### src/rtl/pll_pkg.sv
// pll_pkg
// Shared definitions for the PLL digital loop filter:
//   lf_state_t : loop-filter FSM states
//   ERR_W      : width of the per-window signed phase error
//   sat_add    : add a -1/0/+1 step to the error, clamped to +/-127
package pll_pkg;

  typedef enum logic [1:0] {
    LF_IDLE    = 2'd0,
    LF_ACQUIRE = 2'd1,
    LF_LOCKED  = 2'd2
  } lf_state_t;

  localparam int ERR_W = 8;

  // Symmetric clamp: -128 is never produced so |err| is always representable.
  function automatic logic signed [ERR_W-1:0] sat_add(
    input logic signed [ERR_W-1:0] a,
    input logic signed [1:0]       b
  );
    logic signed [ERR_W:0] s;
    s = {a[ERR_W-1], a} + {{(ERR_W-1){b[1]}}, b};
    if (s > 9'sd127) begin
      s = 9'sd127;
    end else if (s < -9'sd127) begin
      s = -9'sd127;
    end
    return s[ERR_W-1:0];
  endfunction

endpackage

### src/rtl/sync2.sv
// sync2
// Two-flop synchronizer for a single asynchronous level.
//   clock : destination clock
//   reset : asynchronous active-low reset, output clears to 0
//   d     : asynchronous input
//   q     : synchronized output, two clock edges after d
module sync2 (
  input  logic clock,
  input  logic reset,
  input  logic d,
  output logic q
);

  logic meta_reg;

  always_ff @(posedge clock or negedge reset) begin
    if (!reset) begin
      meta_reg <= 1'b0;
      q        <= 1'b0;
    end else begin
      meta_reg <= d;
      q        <= meta_reg;
    end
  end

endmodule

### src/rtl/pfd_loop_filter.sv
// pfd_loop_filter
// Integrates PFD UP/DN pulse width over each reference period into a signed
// phase error, applies a PI update and drives a saturated DCO control word.
//   clock      : sampling clock, rising edge
//   reset      : asynchronous active-low reset
//   up_in      : PFD UP, asynchronous
//   dn_in      : PFD DN, asynchronous
//   ref_tick   : one-cycle pulse at the end of each reference period
//   ctrl_out   : tuning word, holds between updates
//   ctrl_valid : one-cycle pulse when ctrl_out updates (tick + 2 cycles)
//   locked     : FSM is in the LOCKED state
//   sat        : last update clamped ctrl_out
module pfd_loop_filter
  import pll_pkg::*;
#(
  parameter int CTRL_W    = 10,
  parameter int ACC_W     = 18,
  parameter int KP_SHIFT  = 2,
  parameter int KI_SHIFT  = 6,
  parameter int CTRL_INIT = 512,
  parameter int LOCK_WIN  = 2,
  parameter int LOCK_CNT  = 16
) (
  input  logic              clock,
  input  logic              reset,
  input  logic              up_in,
  input  logic              dn_in,
  input  logic              ref_tick,
  output logic [CTRL_W-1:0] ctrl_out,
  output logic              ctrl_valid,
  output logic              locked,
  output logic              sat
);

  localparam int CNT_W = $clog2(LOCK_CNT + 1);
  localparam logic signed [ACC_W-1:0] INTEG_INIT  = ACC_W'(CTRL_INIT << KI_SHIFT);
  localparam logic signed [ACC_W:0]   INTEG_MAX_X = (ACC_W+1)'((2 ** (ACC_W - 1)) - 1);
  localparam logic signed [ACC_W:0]   INTEG_MIN_X = (ACC_W+1)'(-(2 ** (ACC_W - 1)));
  localparam logic signed [ACC_W:0]   CTRL_MAX_X  = (ACC_W+1)'((2 ** CTRL_W) - 1);
  localparam logic [CTRL_W-1:0]       CTRL_RST    = CTRL_W'(CTRL_INIT);
  localparam logic signed [ERR_W-1:0] WIN_P       = ERR_W'(LOCK_WIN);
  localparam logic signed [ERR_W-1:0] WIN_N       = ERR_W'(-LOCK_WIN);
  localparam logic [CNT_W-1:0]        CNT_LIM     = CNT_W'(LOCK_CNT);

  // ---------------------------------------------------------------- sync
  logic [1:0] pfd_raw;
  logic [1:0] pfd_s;
  logic       up_s;
  logic       dn_s;

  assign pfd_raw = {dn_in, up_in};

  generate
    for (genvar gi = 0; gi < 2; gi++) begin : g_sync
      sync2 u_sync (
        .clock (clock),
        .reset (reset),
        .d     (pfd_raw[gi]),
        .q     (pfd_s[gi])
      );
    end
  endgenerate

  assign up_s = pfd_s[0];
  assign dn_s = pfd_s[1];

  // ---------------------------------------------------- window accumulator
  logic signed [1:0]       step;
  logic signed [ERR_W-1:0] err_acc_reg;
  logic signed [ERR_W-1:0] err_sum;

  // Both high cancels to 0, covering the PFD reset overlap.
  assign step    = {1'b0, up_s} - {1'b0, dn_s};
  assign err_sum = sat_add(err_acc_reg, step);

  always_ff @(posedge clock or negedge reset) begin
    if (!reset) begin
      err_acc_reg <= '0;
    end else if (ref_tick) begin
      err_acc_reg <= '0;
    end else begin
      err_acc_reg <= err_sum;
    end
  end

  // ------------------------------------------------- stage 1: integrator
  lf_state_t state_reg, state_next;

  logic                    update_req;
  logic                    upd1_reg;
  logic signed [ERR_W-1:0] err_reg;
  logic signed [ACC_W-1:0] integ_reg;
  logic signed [ACC_W:0]   integ_sum;
  logic signed [ACC_W-1:0] integ_next;

  // The first tick after reset only closes a partial window.
  assign update_req = ref_tick && (state_reg != LF_IDLE);

  always_comb begin
    integ_sum = {integ_reg[ACC_W-1], integ_reg}
              + {{(ACC_W + 1 - ERR_W){err_sum[ERR_W-1]}}, err_sum};
    if (integ_sum > INTEG_MAX_X) begin
      integ_next = INTEG_MAX_X[ACC_W-1:0];
    end else if (integ_sum < INTEG_MIN_X) begin
      integ_next = INTEG_MIN_X[ACC_W-1:0];
    end else begin
      integ_next = integ_sum[ACC_W-1:0];
    end
  end

  always_ff @(posedge clock or negedge reset) begin
    if (!reset) begin
      upd1_reg  <= 1'b0;
      err_reg   <= '0;
      integ_reg <= INTEG_INIT;
    end else begin
      upd1_reg <= update_req;
      if (update_req) begin
        err_reg   <= err_sum;
        integ_reg <= integ_next;
      end
    end
  end

  // --------------------------------------------- stage 2: PI and clamp
  logic signed [ACC_W:0] integ_x;
  logic signed [ACC_W:0] err_x;
  logic signed [ACC_W:0] pi_sum;
  logic [CTRL_W-1:0]     ctrl_next;
  logic                  sat_next;
  logic [CTRL_W-1:0]     ctrl_reg;
  logic                  sat_reg;
  logic                  valid_reg;

  always_comb begin
    integ_x = {integ_reg[ACC_W-1], integ_reg};
    err_x   = {{(ACC_W + 1 - ERR_W){err_reg[ERR_W-1]}}, err_reg};
    pi_sum  = (integ_x >>> KI_SHIFT) + (err_x <<< KP_SHIFT);
    if (pi_sum[ACC_W]) begin
      ctrl_next = '0;
      sat_next  = 1'b1;
    end else if (pi_sum > CTRL_MAX_X) begin
      ctrl_next = '1;
      sat_next  = 1'b1;
    end else begin
      ctrl_next = pi_sum[CTRL_W-1:0];
      sat_next  = 1'b0;
    end
  end

  always_ff @(posedge clock or negedge reset) begin
    if (!reset) begin
      ctrl_reg  <= CTRL_RST;
      sat_reg   <= 1'b0;
      valid_reg <= 1'b0;
    end else begin
      valid_reg <= upd1_reg;
      if (upd1_reg) begin
        ctrl_reg <= ctrl_next;
        sat_reg  <= sat_next;
      end
    end
  end

  // ------------------------------------------------------- lock tracking
  logic             in_win;
  logic [CNT_W-1:0] cnt_reg;
  logic [CNT_W-1:0] cnt_next;

  assign in_win = (err_reg <= WIN_P) && (err_reg >= WIN_N);

  always_comb begin
    cnt_next = cnt_reg;
    if (upd1_reg) begin
      if (!in_win) begin
        cnt_next = '0;
      end else if (cnt_reg != CNT_LIM) begin
        cnt_next = cnt_reg + CNT_W'(1);
      end
    end
  end

  always_comb begin
    state_next = state_reg;
    case (state_reg)
      LF_IDLE: begin
        if (ref_tick) state_next = LF_ACQUIRE;
      end
      LF_ACQUIRE: begin
        if (upd1_reg && (cnt_next == CNT_LIM)) state_next = LF_LOCKED;
      end
      LF_LOCKED: begin
        if (upd1_reg && !in_win) state_next = LF_ACQUIRE;
      end
      default: state_next = LF_IDLE;
    endcase
  end

  always_ff @(posedge clock or negedge reset) begin
    if (!reset) begin
      state_reg <= LF_IDLE;
      cnt_reg   <= '0;
    end else begin
      state_reg <= state_next;
      cnt_reg   <= cnt_next;
    end
  end

  assign ctrl_out   = ctrl_reg;
  assign sat        = sat_reg;
  assign ctrl_valid = valid_reg;
  assign locked     = (state_reg == LF_LOCKED);

endmodule

### config.mk
export PLATFORM = sky130hd
export DESIGN_NAME = pfd_loop_filter
export DESIGN_NICKNAME = d
export VERILOG_FILES = /design/src/rtl/pll_pkg.sv /design/src/rtl/sync2.sv /design/src/rtl/pfd_loop_filter.sv
export SDC_FILE = /design/constraint.sdc
export NUM_CORES = 1
export LEC_CHECK = 0
export ABC_AREA = 0
export BUFFER_PORTS_ARGS = -buffer_cell sky130_fd_sc_hd__buf_2
export CAP_MARGIN = 40
export CORE_MARGIN = 2
export CORE_UTILIZATION = 25
export CTS_BUF_LIST = sky130_fd_sc_hd__clkbuf_4 sky130_fd_sc_hd__clkbuf_8 sky130_fd_sc_hd__clkbuf_16
export DETAILED_ROUTE_END_ITERATION = 12
export PLACE_DENSITY = 0.42
export SLEW_MARGIN = 20
export SYNTH_ARGS = -nofsm -noshare
export SYNTH_HDL_FRONTEND = slang
export SYNTH_SLANG_ARGS = --single-unit
### constraint.sdc
create_clock -name clock -period 6.3 [get_ports clock]
set_input_delay 1.26 -clock clock [delete_from_list [all_inputs] [get_ports clock]]
set_output_delay 1.26 -clock clock [all_outputs]
set_load 0.05 [all_outputs]
# Word-level counts from Yosys, hierarchy flattened
# Index checks and enable logic that the tools add are counted.
totals:
  register_bits: 58
  out_inout_bits: 13
  wordCells: 56
op_classes:
  reduce_logical: 8
  magnitude_cmp: 7
  n_mux: 16
  eq_ne: 7
  addsub: 5
op_table:
  columns: ["cell", "n"]
  rows:
  - ["$mux W18", 2]
  - ["$mux W8", 3]
  - ["$mux W10", 2]
  - ["$add A18 B8 Y19", 1]
  - ["$gt A19 B18 Y1 const B", 1]
  - ["$lt A19 B18 Y1 const B", 1]
  - ["$mux W5", 3]
  - ["$add A12 B10 Y13", 1]
  - ["$gt A13 B11 Y1 const B", 1]
  - ["$add A8 B2 Y9", 1]
  - ["$gt A9 B8 Y1 const B", 1]
  - ["$lt A9 B8 Y1 const B", 1]
  - ["$ge A8 B2 Y1 const B", 1]
  - ["$le A8 B3 Y1 const B", 1]
  - ["$mux W2", 3]
  - ["$pmux W2 S3", 1]
  - ["$add A5 B1 Y5 const B", 1]
  - ["$eq A5 B5 Y1 const B", 1]
  - ["$ne A5 B5 Y1 const B", 1]
  - ["$logic_and A1 B1 Y1", 4]
  - ["$ne A2 B2 Y1 const B", 2]
  - ["$reduce_and A3 Y1", 1]
  - ["$eq A2 B1 Y1 const B", 1]
  - ["$eq A2 B2 Y1 const B", 1]
  - ["other kinds (6)", 7]

# Longest topological paths before layout
depth:
  depth_word: 9
  ltp_mapped: 26
  ltp_nobuf: 25

# Modules after synthesis
# Synthesis repeated with hierarchy kept, for this count alone.
hier_totals:
  hier_cells: 443
  area_unflattened_um2: 4003.8
by_module_without_submodules:
  columns: ["module", "seq_area_each_um2", "n_inst", "area_per_inst_um2", "cells_per_inst"]
  rows:
  - ["pfd_loop_filter", 1353.8, 1, 3903.7, 439]
  - ["sync2", 50.0, 2, 50.0, 2]

# Worst setup path after synthesis
# Ideal clock, no wire load.
synth_timing:
  kind: "register to register"
  start: "register g_sync[0].u_sync.q"
  end: "register integ_reg[11]"
  period_less_slack_ns: 5.282
  stages_incl_launch_ff: 27
  slack_ns: 1.018
  path_buffers: 2
  required_time_ns: 6.171
  arrival_ns: 5.153
  path_cell_list: "dfrtp_1 > inv_1 > ha_1 > clkbuf_1 > xor2_1 > ha_1 > nor3b_1 > a21oi_1 > o22ai_1 > a21boi_0 > xor2_1 > a41oi_1 > nor2_1 > nor3_1 > inv_1 > ha_1 > fa_1 > a21o_1 > a21oi_1 > nor2b_1 > o22ai_1 > o41ai_1 > a211o_1 > mux2i_4 > buf_6 > nor3b_1 > a2111o_1"
synth_via:
  elab_chain_len: 9
  elab_cells_between_ends: 11
  classes_between: "add/sub (3); order compare (4); mux (4)"
synth_lines:
  columns: ["element", "line_no", "text"]
  rows:
  - ["start, declared", "sync2.sv:11", "output logic q"]
  - ["start signal, assigned", "sync2.sv:22", "q <= meta_reg;"]
  - ["$sub A1 B1 Y2 (*)", "pfd_loop_filter.sv:73", "assign step = {1'b0, up_s} - {1'b0, dn_s};"]
  - ["$add A8 B2 Y9 (*)", "pll_pkg.sv:22", "s = {a[ERR_W-1], a} + {{(ERR_W-1){b[1]}}, b};"]
  - ["$lt A9 B8 Y1", "pll_pkg.sv:25", "end else if (s < -9'sd127) begin"]
  - ["$mux W8", "pll_pkg.sv:25", null]
  - ["$mux W8 (*)", "pll_pkg.sv:23", "if (s > 9'sd127) begin"]
  - ["net err_sum[0]", "pfd_loop_filter.sv:70", "logic signed [ERR_W-1:0] err_sum;"]
  - ["$add A18 B8 Y19 (*)", "pfd_loop_filter.sv:101", "+ {{(ACC_W + 1 - ERR_W){err_sum[ERR_W-1]}}, err_sum};"]
  - ["$lt A19 B18 Y1", "pfd_loop_filter.sv:104", "end else if (integ_sum < INTEG_MIN_X) begin"]
  - ["$mux W18", "pfd_loop_filter.sv:104", null]
  - ["$mux W18 (*)", "pfd_loop_filter.sv:102", "if (integ_sum > INTEG_MAX_X) begin"]
  - ["end signal, assigned", "pfd_loop_filter.sv:120", "integ_reg <= integ_next;"]
  - ["end, declared", "pfd_loop_filter.sv:92", "logic signed [ACC_W-1:0] integ_reg;"]
# The timed path passes the listed nets; every way through them passes the cells marked *.
# A chain may end at the register's enable or synchronous reset.

# Final worst setup path
layout_timing:
  start: "register g_sync[0].u_sync.q"
  end: "register integ_reg[12]"
# Same word-level chain as after synthesis.

==> summary.txt <==
Drt
  – Initial DRC Count: 208
  – Routed WL: 9810 um
  – DRT antenna net count: 0
  – TritonRoute pass-1 iters: 5
  – Via count: 3291
  – WL/cell: 14.5 um
  – DRC errors left: 0
  – Vias per inst: 4.88

Pwr
  – Final Total Pwr: 0.00293 W
  – Sequential share of power: 0.236
  – PwrDens: 624 mW/mm^2
  – Clock group share of total power: 0.199
  – Cell internal pwr: 0.00161 W
  – Combinational cell fraction of total power: 0.565
  – Net switching power: 0.00132 W
  – Peak supply drop: 0.155 mV
  – Lkg Pwr: 2.02 nW
  – Switching Share: 0.449

Critical path
  – CP endpoint kind: flop
  – Reg2reg start: g_sync[0].u_sync.q
  – Worst-case reg-to-reg path depth: 23
  – Critical Setup Path Class: flop to flop
  – Required @ worst endpoint: 6510 ps
  – Crit path max-delay cell type: o41ai_1
  – CP startpoint kind: flop
  – Crit Path Max Fanout: 16
  – Crit path arrival time: 5990 ps
  – Worst reg2reg path endpoint: integ_reg[12]
  – CP Cell Sequence: inv_1 -> ha_2 -> xor2_1 -> ha_1 -> nor3b_1 -> a21oi_1 -> o22ai_1 -> xnor2_1 -> nor4_1 -> a41oi_1 -> o21ai_0 -> nor2b_1 -> inv_1 -> ha_1 -> o21ai_0 -> o21bai_1 -> o22ai_1 -> o41ai_1 -> and2_4 -> mux2i_4 -> buf_12 -> nor4_1 -> a2111o_1
  – Slowest Stage Delay on Critical Path: 620 ps
  – R2R Setup Slk: 520 ps

Synth
  – Cells after Synth: 441
  – Syn_nets: 473
  – Largest area contributor in the netlist: dfrtp_1
  – Ys async rst share: 1.00
  – Main synth FF type: dfrtp_1
  – Synth Warn #: 0
  – Synth Cell Area: 0.00401 sq mm
  – Most instantiated cells after synthesis: 56 x dfrtp_1, 36 x nand2_1, 34 x nor2_1
  – Count leader, synth: dfrtp_1
  – #FFs+latches synth: 58
  – Post-synth EDFFs: 0
  – Post-synthesis sequential area ratio: 0.363
  – Count of cell types in the netlist: 70
  – Avg Cell Area, Syn: 9.09 sq um
  – Synth area leaders: dfrtp_1 35%, ha_1 7.8%, o21ai_0 3.7%, nand2_1 3.4%, nor2_1 3.2%
  – Synth top area share: 0.350

Cells and area
  – Final nets: 486
  – Fin area: 0.00469 sq mm
  – Antenna diodes: 0
  – # fillers: 1678
  – Post-Route Utilization: 0.297
  – Area growth syn-to-layout: 17.0%
  – Max FFs per register: 18
  – Layout cells sized above 1: 0.139

Worst hold path
  – Min-delay src: g_sync[0].u_sync.meta_reg
  – WHS Endpoint: g_sync[0].u_sync.q
  – Worst hold path class: flop to flop
  – WHS Path Cells: 0

Global routing
  – Global-route wire length before repair: 16400 um
  – Initial antenna violation count: 0
  – Vias in the first global route: 3182
  – Gr ovfl total: 0
  – Largest net degree at the start of global routing: 59
  – GRT busiest layer: met2
  – Global Route met3 Usage: 0.0216
  – Met1 Track Usage GR: 0.168
  – Total global-route track usage: 0.124
  – Met2 Use GR: 0.193

Timing
  – Layout Skew: 7.77 ps
  – Final Hold Vio Count: 0
  – Pins Over Slew Limit: 0
  – RSZ-0062 raised after global routing: false
  – Post-route clock period utilization: 0.917
  – Max Clock Freq: 0.173 GHz
  – Setup-failing EPs final: 0
  – Setup tns final: 0 ps
  – Slew of the pin with the lowest slew margin: 734 ps
  – Final Critical Period: 5780 ps
  – Max transition margin: 0.511

Place
  – Routability Congestion: 0.778
  – Port buffer count: 17
  – Hpwl dp: 7110 um
  – DP Area: 0.00428 sq mm

Clock tree
  – Hold Buf Count CTS: 0
  – CTS Buffer Depth: 2
  – CTS H-tree depth: 3
  – Root buffer cell: clkbuf_16
  – CTS Buf Count: 9
  – CTS tree: built
  – CTS sink count: 58
  – Clk slew on worst S/H paths: 50 ps
  – Clk_lat worst skew: 340 ps

Floorplan
  – Initial core utilization: 0.254
  – Die area: 0.0171 sq mm
  – # IOs: 18
  – Die height: 131 um
  – Die Span X: 131 um
  – Core ar.: 0.0158 sq mm
  – Row cnt: 46

Outcome
  – Status: completed

Run
  – Max_cap viols: 0
## metrics by stage
| step | hold WS [ps] | setup slack (ps) | cells |
|---|---|---|---|
| after floorplan | 331 | 1020 | 441 |
| after global placement | 337 | 410 | 657 |
| after detailed placement | 339 | 146 | 657 |
| after CTS | 351 | 129 | 673 |
| after global routing | 363 | 38.4 | 675 |
| final | 348 | 524 | 675 |
## logic make-up after synthesis
family,count (synthesis),share of synthesized area
flip-flops,58,0.363
adder cells (fa/ha/maj),32,0.101
AO/OA/AOI/OAI,137,0.242
buffers and inverters,50,0.0587
XOR/XNOR,20,0.0437
AND/OR/NAND/NOR,140,0.179
multiplexers,4,0.0134
## how the worst max path moves through the flow
| stage | from | endpoint | slack, ps | depth (start not counted) |
|---|---|---|---|---|
| after CTS | g_sync[0].u_sync.q | integ_reg[12] | 130 | 24 |
| after global placement | g_sync[0].u_sync.q | integ_reg[12] | 410 | 24 |
| final | g_sync[0].u_sync.q | integ_reg[12] | 520 | 23 |
| after floorplan | g_sync[0].u_sync.q | integ_reg[11] | 1020 | 26 |
| after global routing | g_sync[0].u_sync.q | integ_reg[11] | 40 | 23 |
| after detailed placement | g_sync[0].u_sync.q | integ_reg[12] | 150 | 24 |
## power groups by stage
stage | logic [W] | clock network [W] | registers (W)
floorplan | 0.00123 | 0 | 0.000744
global placement | 0.00161 | 0 | 0.000698
detailed placement | 0.00162 | 0 | 0.000698
CTS | 0.00163 | 0.000599 | 0.000693
global route | 0.00186 | 0.000620 | 0.000717
finish | 0.00165 | 0.000582 | 0.000692
## routing by layer
| layer | vias up | part of all wire |
|---|---|---|
| met2 | 53 | 0.45 |
| met1 | 1581 | 0.50 |
| met3 | 15 | 0.029 |
| met5 | - | 0 |
| met4 | 0 | 0.020 |
| li1 | 1642 | - |
## cell usage in the layout (no fill, tap or decap), drive strengths merged, types with 4 or more instances in the layout
master | synthesis | layout
o31ai | 5 | 5
a21oi | 18 | 18
xor2 | 8 | 8
nor3b | 6 | 6
inv | 28 | 28
nand3 | 13 | 13
or3 | 8 | 8
o2bb2ai | 8 | 8
a31oi | 6 | 6
nor4 | 5 | 5
nand2b | 7 | 7
and3 | 5 | 5
o21a | 4 | 4
o22ai | 7 | 7
xnor2 | 12 | 12
buf | 7 | 24
a22o | 8 | 8
a211o | 5 | 5
maj3 | 5 | 5
a21o | 9 | 9
o21ai | 31 | 31
nor2 | 34 | 34
ha | 25 | 25
nor3 | 9 | 9
nand2 | 36 | 36
dfrtp | 56 | 56
o22a | 5 | 5
clkbuf | 14 | 10
nor2b | 6 | 6
## cell type report
class                      instances  area [sq um]  area share
inverter                          28           105      0.0224
clock buffer                      10           239      0.0510
clock inverter                     6           114      0.0243
sequential                        58          1450       0.310
timing repair buffer              24           170      0.0363
tap                              216           270      0.0576
multi-input combinational        333          2340       0.498
## worst max-delay path: cells and delay by family (launching register included)
| family | cells | cell delay [ps] |
|---|---|---|
| muxes | 1 | 240 |
| adders and majority gates | 3 | 930 |
| and+or+nand+nor | 5 | 1140 |
| buffers and inverters | 3 | 310 |
| DFF | 1 | 350 |
| xor gates and xnor gates | 2 | 350 |
| AOI/OAI and AO/OA | 9 | 2310 |
## repair_timing
| action | in CTS | in global routing |
|---|---|---|
| endpoints found under the setup margin | 0 | 17 |
| setup buffers | 0 | 1 |
| gates resized for setup | 0 | 3 |
Power figures use the tool's default switching activity.
